--- config.mk ---
export PLATFORM = sky130hd
export DESIGN_NAME = arb_rr_4_flat
export DESIGN_NICKNAME = d
export VERILOG_FILES = /design/src/rtl/arb_rr_4_pkg.sv /design/src/rtl/arb_rr_4_if.sv /design/src/rtl/arb_rr_4_demux.sv /design/src/rtl/arb_rr_4.sv /design/src/flat_wrapper.sv
export SDC_FILE = /design/constraint.sdc
export NUM_CORES = 1
export LEC_CHECK = 0
export CORE_ASPECT_RATIO = 1.2
export CORE_MARGIN = 8
export CORE_UTILIZATION = 50
export CTS_CLUSTER_SIZE = 28
export DETAILED_ROUTE_END_ITERATION = 8
export PLACE_DENSITY = 0.85
export SYNTH_ARGS = -nofsm -noshare
export SYNTH_HDL_FRONTEND = slang
export SYNTH_SLANG_ARGS = --single-unit
--- constraint.sdc ---
create_clock -name clk -period 5.1 [get_ports clk]
set_input_delay 0.765 -clock clk [delete_from_list [all_inputs] [get_ports clk]]
set_output_delay 0.765 -clock clk [all_outputs]
set_load 0.01 [all_outputs]
--- src/rtl/arb_rr_4_pkg.sv ---
// Shared definitions for the four-way round-robin arbiter: FSM state encoding
// and requester count, imported by the RTL and by the bench.
package arb_rr_4_pkg;

  localparam int NUM_REQ = 4;

  typedef enum logic [1:0] {
    IDLE = 2'd0,
    BUSY = 2'd1,
    TURN = 2'd2
  } state_e;

endpackage

--- src/rtl/arb_rr_4_if.sv ---
// Request/grant bundle between the requesting units and the arbiter.
// The arbiter is the master; the requesters and the resource form the slave side.
interface arb_rr_4_if;
  import arb_rr_4_pkg::*;

  logic [NUM_REQ-1:0] req;
  logic               done;
  logic [1:0]         sel;
  logic               enable;
  logic [NUM_REQ-1:0] gnt;
  logic               busy;
  logic               timeout;

  modport master (
    input  req, done,
    output sel, enable, gnt, busy, timeout
  );

  modport slave (
    output req, done,
    input  sel, enable, gnt, busy, timeout
  );

endinterface

--- src/rtl/arb_rr_4_demux.sv ---
// One-hot enable decoder: routes a single enable to one of four outputs by sel.
module demux_1_to_4 (
  input  logic [1:0] sel_i,
  input  logic       enable_i,
  output logic       en_1_o,
  output logic       en_2_o,
  output logic       en_3_o,
  output logic       en_4_o
);

  assign en_1_o = enable_i && (sel_i == 2'd0);
  assign en_2_o = enable_i && (sel_i == 2'd1);
  assign en_3_o = enable_i && (sel_i == 2'd2);
  assign en_4_o = enable_i && (sel_i == 2'd3);

endmodule

--- src/rtl/arb_rr_4.sv ---
// Round-robin arbiter for four requesters: grants one at a time, holds until
// done/withdrawal/hold limit, then inserts one dead cycle before re-arbitrating.
module arb_rr_4
  import arb_rr_4_pkg::*;
#(
  parameter int MAX_HOLD = 16,
  parameter int CNT_W    = 5
) (
  input  logic        clk,
  input  logic        rst,
  arb_rr_4_if.master  bus_io
);

  state_e             state_q, state_d;
  logic [1:0]         sel_q, sel_d;
  logic               enable_q, enable_d;
  logic               busy_q, busy_d;
  logic               timeout_q, timeout_d;
  logic [CNT_W-1:0]   cnt_q, cnt_d;
  logic [1:0]         last_q, last_d;
  logic [NUM_REQ-1:0] gnt;
  logic               holdLimit;
  logic               release_c;

  // Rotate so bit 0 is the requester after last, take the lowest set bit,
  // then undo the rotation; the 2-bit add wraps modulo 4.
  function automatic logic [1:0] rrPick(input logic [NUM_REQ-1:0] reqV,
                                        input logic [1:0]         lastV);
    logic [1:0]           off;
    logic [2*NUM_REQ-1:0] dbl;
    logic [NUM_REQ-1:0]   rot;
    logic [1:0]           idx;
    off = lastV + 2'd1;
    dbl = {reqV, reqV} >> off;
    rot = dbl[NUM_REQ-1:0];
    idx = 2'd0;
    for (int i = NUM_REQ - 1; i >= 0; i--) begin
      if (rot[i]) idx = 2'(i);
    end
    return idx + off;
  endfunction

  assign holdLimit = (cnt_q == CNT_W'(MAX_HOLD - 1));
  assign release_c = bus_io.done || !bus_io.req[sel_q] || holdLimit;

  always_ff @(posedge clk or posedge rst) begin
    if (rst) begin
      state_q   <= IDLE;
      sel_q     <= 2'b00;
      enable_q  <= 1'b0;
      busy_q    <= 1'b0;
      timeout_q <= 1'b0;
      cnt_q     <= '0;
      last_q    <= 2'b11;
    end else begin
      state_q   <= state_d;
      sel_q     <= sel_d;
      enable_q  <= enable_d;
      busy_q    <= busy_d;
      timeout_q <= timeout_d;
      cnt_q     <= cnt_d;
      last_q    <= last_d;
    end
  end

  always_comb begin
    state_d   = state_q;
    sel_d     = sel_q;
    enable_d  = enable_q;
    busy_d    = busy_q;
    timeout_d = 1'b0;
    cnt_d     = cnt_q;
    last_d    = last_q;
    case (state_q)
      IDLE: begin
        if (|bus_io.req) begin
          sel_d    = rrPick(bus_io.req, last_q);
          enable_d = 1'b1;
          busy_d   = 1'b1;
          cnt_d    = '0;
          state_d  = BUSY;
        end
      end
      BUSY: begin
        cnt_d = cnt_q + 1'b1;
        if (release_c) begin
          enable_d  = 1'b0;
          busy_d    = 1'b0;
          last_d    = sel_q;
          state_d   = TURN;
          // Only a pure hold-limit release flags a timeout; done or withdrawal win.
          timeout_d = !bus_io.done && bus_io.req[sel_q];
        end
      end
      TURN: begin
        state_d = IDLE;
      end
      default: begin
        state_d = IDLE;
      end
    endcase
  end

  demux_1_to_4 u_demux (
    .sel_i    (sel_q),
    .enable_i (enable_q),
    .en_1_o   (gnt[0]),
    .en_2_o   (gnt[1]),
    .en_3_o   (gnt[2]),
    .en_4_o   (gnt[3])
  );

  assign bus_io.sel     = sel_q;
  assign bus_io.enable  = enable_q;
  assign bus_io.busy    = busy_q;
  assign bus_io.timeout = timeout_q;
  assign bus_io.gnt     = gnt;

endmodule
--- src/flat_wrapper.sv ---
// flat-port wrapper written by rule: the top's interface ports become plain ports
module arb_rr_4_flat import arb_rr_4_pkg::*;
#(
  parameter int MAX_HOLD = 16,
  parameter int CNT_W    = 5
)
  (clk, rst, bus_io_req, bus_io_done, bus_io_sel, bus_io_enable, bus_io_gnt, bus_io_busy, bus_io_timeout);
  arb_rr_4_if bus_io_i ();
  input  logic clk;
  input  logic rst;
  input wire logic [$bits(bus_io_i.req)-1:0] bus_io_req;
  input wire logic [$bits(bus_io_i.done)-1:0] bus_io_done;
  output wire logic [$bits(bus_io_i.sel)-1:0] bus_io_sel;
  output wire logic [$bits(bus_io_i.enable)-1:0] bus_io_enable;
  output wire logic [$bits(bus_io_i.gnt)-1:0] bus_io_gnt;
  output wire logic [$bits(bus_io_i.busy)-1:0] bus_io_busy;
  output wire logic [$bits(bus_io_i.timeout)-1:0] bus_io_timeout;
  assign bus_io_i.req = bus_io_req;
  assign bus_io_i.done = bus_io_done;
  assign bus_io_sel = bus_io_i.sel;
  assign bus_io_enable = bus_io_i.enable;
  assign bus_io_gnt = bus_io_i.gnt;
  assign bus_io_busy = bus_io_i.busy;
  assign bus_io_timeout = bus_io_i.timeout;
  arb_rr_4 #(.MAX_HOLD(MAX_HOLD), .CNT_W(CNT_W)) u_core (.clk(clk), .rst(rst), .bus_io(bus_io_i));
endmodule
==> run summary <==
Status: finished clean
Leak Pwr: 0.433 nW
CTS hold repair buffers: 0
1st-pass router iterations: 4
Clock insertion delay at the later pin of the skew report: 270 ps
Post-cts sizing count: 0
Pins over their slew limit: 0
Sequential Power Share: 0.380
Final net count: 114
Critical path type: in2reg
DR iter-0 viols: 11
First-pass GRT wire length: 2.90 mm
Clock sinks: 13
CTS Buf Count: 3
Count of cell types in the netlist: 32
Setup Viol. Count Final: 0
CP Capture Type: flop
Minimum clock period: 2980 ps
Seq/Total Area, Yosys: 0.396
Final Cell Area: 983 um^2
Io pins: 16
Crit-path cells: clkdlybuf4s50_1 > nand2_1 > o221ai_1 > o21ai_0 > o221ai_1 > ha_1 > xnor3_1 > or4_1 > or4_1 > nand3_1
FF+latch count, synth: 13
Initial core utilization: 0.516
Peak VDD IR: 321 uV
Postcts setup bufs: 0
Total power: 0.522 mW
MaxCap Viol Count: 0
Tightest Pin Transition: 507 ps
CTS Buffer Depth: 2
Hold Path End: u_core.cnt_q[2]
Combinational fraction of design power: 0.501
Worst R2R End: u_core.bus_io.sel[1]
Worst Path Arrival: 3190 ps
Yosys warns: 0
TNS Setup: 0 ps
Die area: 0.00322 mm^2
Reg2Reg Depth: 9
Row count: 16
Routability cong.: 0.879
Hold wc startpoint: u_core.cnt_q[2]
Final period utilization: 0.584
Core ar.: 0.00160 mm^2
Final setup skew: 2.10 ps
Critical Path RT: 5310 ps
# port buffers: 15
WHS Path Cells: 1
DRC errors left: 0
H-tree depth: 1
Most frequent cells after synthesis: nand2_1, dfrtp_1, o21ai_0
Share of cells above drive strength 1: 0.0874
Tot GR Track Use: 0.117
Async set or reset register ratio after synthesis: 1.00
Post-DP HPWL: 1.35 mm
Number of antenna violations at the first check in global routing: 0
Top-count cell post-synth: nand2_1
Crit-path max FO: 9
Syn_nets: 100
Area share of the largest cell type after synthesis: 0.333
Top post-synthesis cells by area: dfrtp_1, dfstp_2, o21ai_0, nand2_1, buf_4
Largest stage delay on the critical path: 620 ps
RSZ-0062 raised after global routing: false
R2r startpoint: u_core.last_q[0]
Drt via density: 5.79
Cell Area, Placed: 957 um^2
Layout Utilization: 0.614
Hold Path Class: reg2reg
Post-Syn Area: 827 um^2
Post-synth top flop: dfrtp_1
Crit-path leading delay family: simple AND/OR/NAND/NOR gates
Synth area leader: dfrtp_1
Area delta synth->final: 18.9%
Via count: 701
Clock group share of total power: 0.119
Crit start category: primary input
Net switching power: 0.200 mW
Wire per inst: 14.5 um
Post-Syn Area per Cell: 9.19 um^2
P per Cell Area: 530 mW/mm^2
Final Hold Vio Count: 0
CTS clk-pin slew, worst paths: 80 ps
Synth Instances: 90
EDFF count, synth: 0
CP max stage cell: clkdlybuf4s50_1
Clock root cell: clkbuf_4
Vias in the first global route: 718
Die width: 53.1 um
Grt ovf: 0
Worst slew margin: 0.653
Crit path buf inv count: 1
Post-route ant nets: 0
Total Routed Length: 1.76 mm
Pint: 0.321 mW
Chip height: 60.6 um
Sw frac: 0.384
Max Clk Rate: 336 MHz
R2r setup slk: 2630 ps
CTS tree: done
Largest net degree at the start of global routing: 14
N_diodes: 0
## worst max-delay path by stage
stage	to	cells past startpoint	start
2_1_floorplan	u_core.bus_io.sel[1]	7	bus_io_req[1]
4_1_cts	u_core.bus_io.sel[1]	10	bus_io_req[1]
3_3_place_gp	u_core.bus_io.sel[1]	8	bus_io_req[1]
6_report	u_core.bus_io.sel[1]	10	bus_io_req[1]
3_5_place_dp	u_core.bus_io.sel[1]	10	bus_io_req[1]
5_1_grt	u_core.bus_io.sel[1]	10	bus_io_req[1]
## layout make-up
class	instances	area (um^2)
Tap cell	18	22.5
Fill cell	143	618
Clock buffer	4	26.3
Timing Repair Buffer	15	150
Inverter	6	22.5
Sequential cell	13	328
Multi-Input combinational cell	65	434
## kinds of logic after synthesis
group / Yosys count / share of synthesized area
xor gates and xnor gates: 2 / 0.0378
adders and majority gates: 3 / 0.0454
buffers and inverters: 12 / 0.0787
muxes: 3 / 0.0545
DFF: 13 / 0.396
AOI/OAI and AO/OA: 19 / 0.148
and+or+nand+nor: 38 / 0.239
## metal layers
layer	vias to the layer above	routed length, um	GRT usage
met5	-	0	0
met4	0	29	0.0650
met3	5	57	0.0221
met2	14	937	0.223
met1	337	731	0.110
li1	345	-	-
## power groups by stage
stage,Combinational [mW],Clock (mW),Sequential [mW]
floorplan,0.196,0,0.184
global placement,0.255,0,0.196
detailed placement,0.264,0,0.200
CTS,0.266,0.0640,0.197
global route,0.288,0.0672,0.206
finish,0.261,0.0622,0.198
## flip-flops by register name (all words and copies together) (netlist names)
register / flops
u_core.cnt_q: 5
u_core.bus_io.sel: 2
u_core.last_q: 2
u_core.state_q: 2
u_core.bus_io.enable: 1
u_core.bus_io.timeout: 1
## metrics by stage
step                      setup WS [ps]  std cells  hold WS [ps]
after floorplan                    2520         90           450
after global placement             1880        117           463
after detailed placement           1820        117           497
after CTS                          2110        121           510
after global routing               1930        121           525
final                              2120        121           506
## cells in the final DEF, fill, tap and decap left out, drive strengths merged, types with 2 or more instances in the layout
cell type / n
o21ai: 9
mux2: 2
dfrtp: 11
a21oi: 2
ha: 3
nand2: 12
clkdlybuf4s50: 15
o221ai: 2
nor3: 2
nor2: 5
inv: 6
and3: 2
nand3: 2
or4: 2
nand2b: 5
nor3b: 2
dfstp: 2
or3: 3
clkbuf: 4
(Power assumes the default switching activity.)
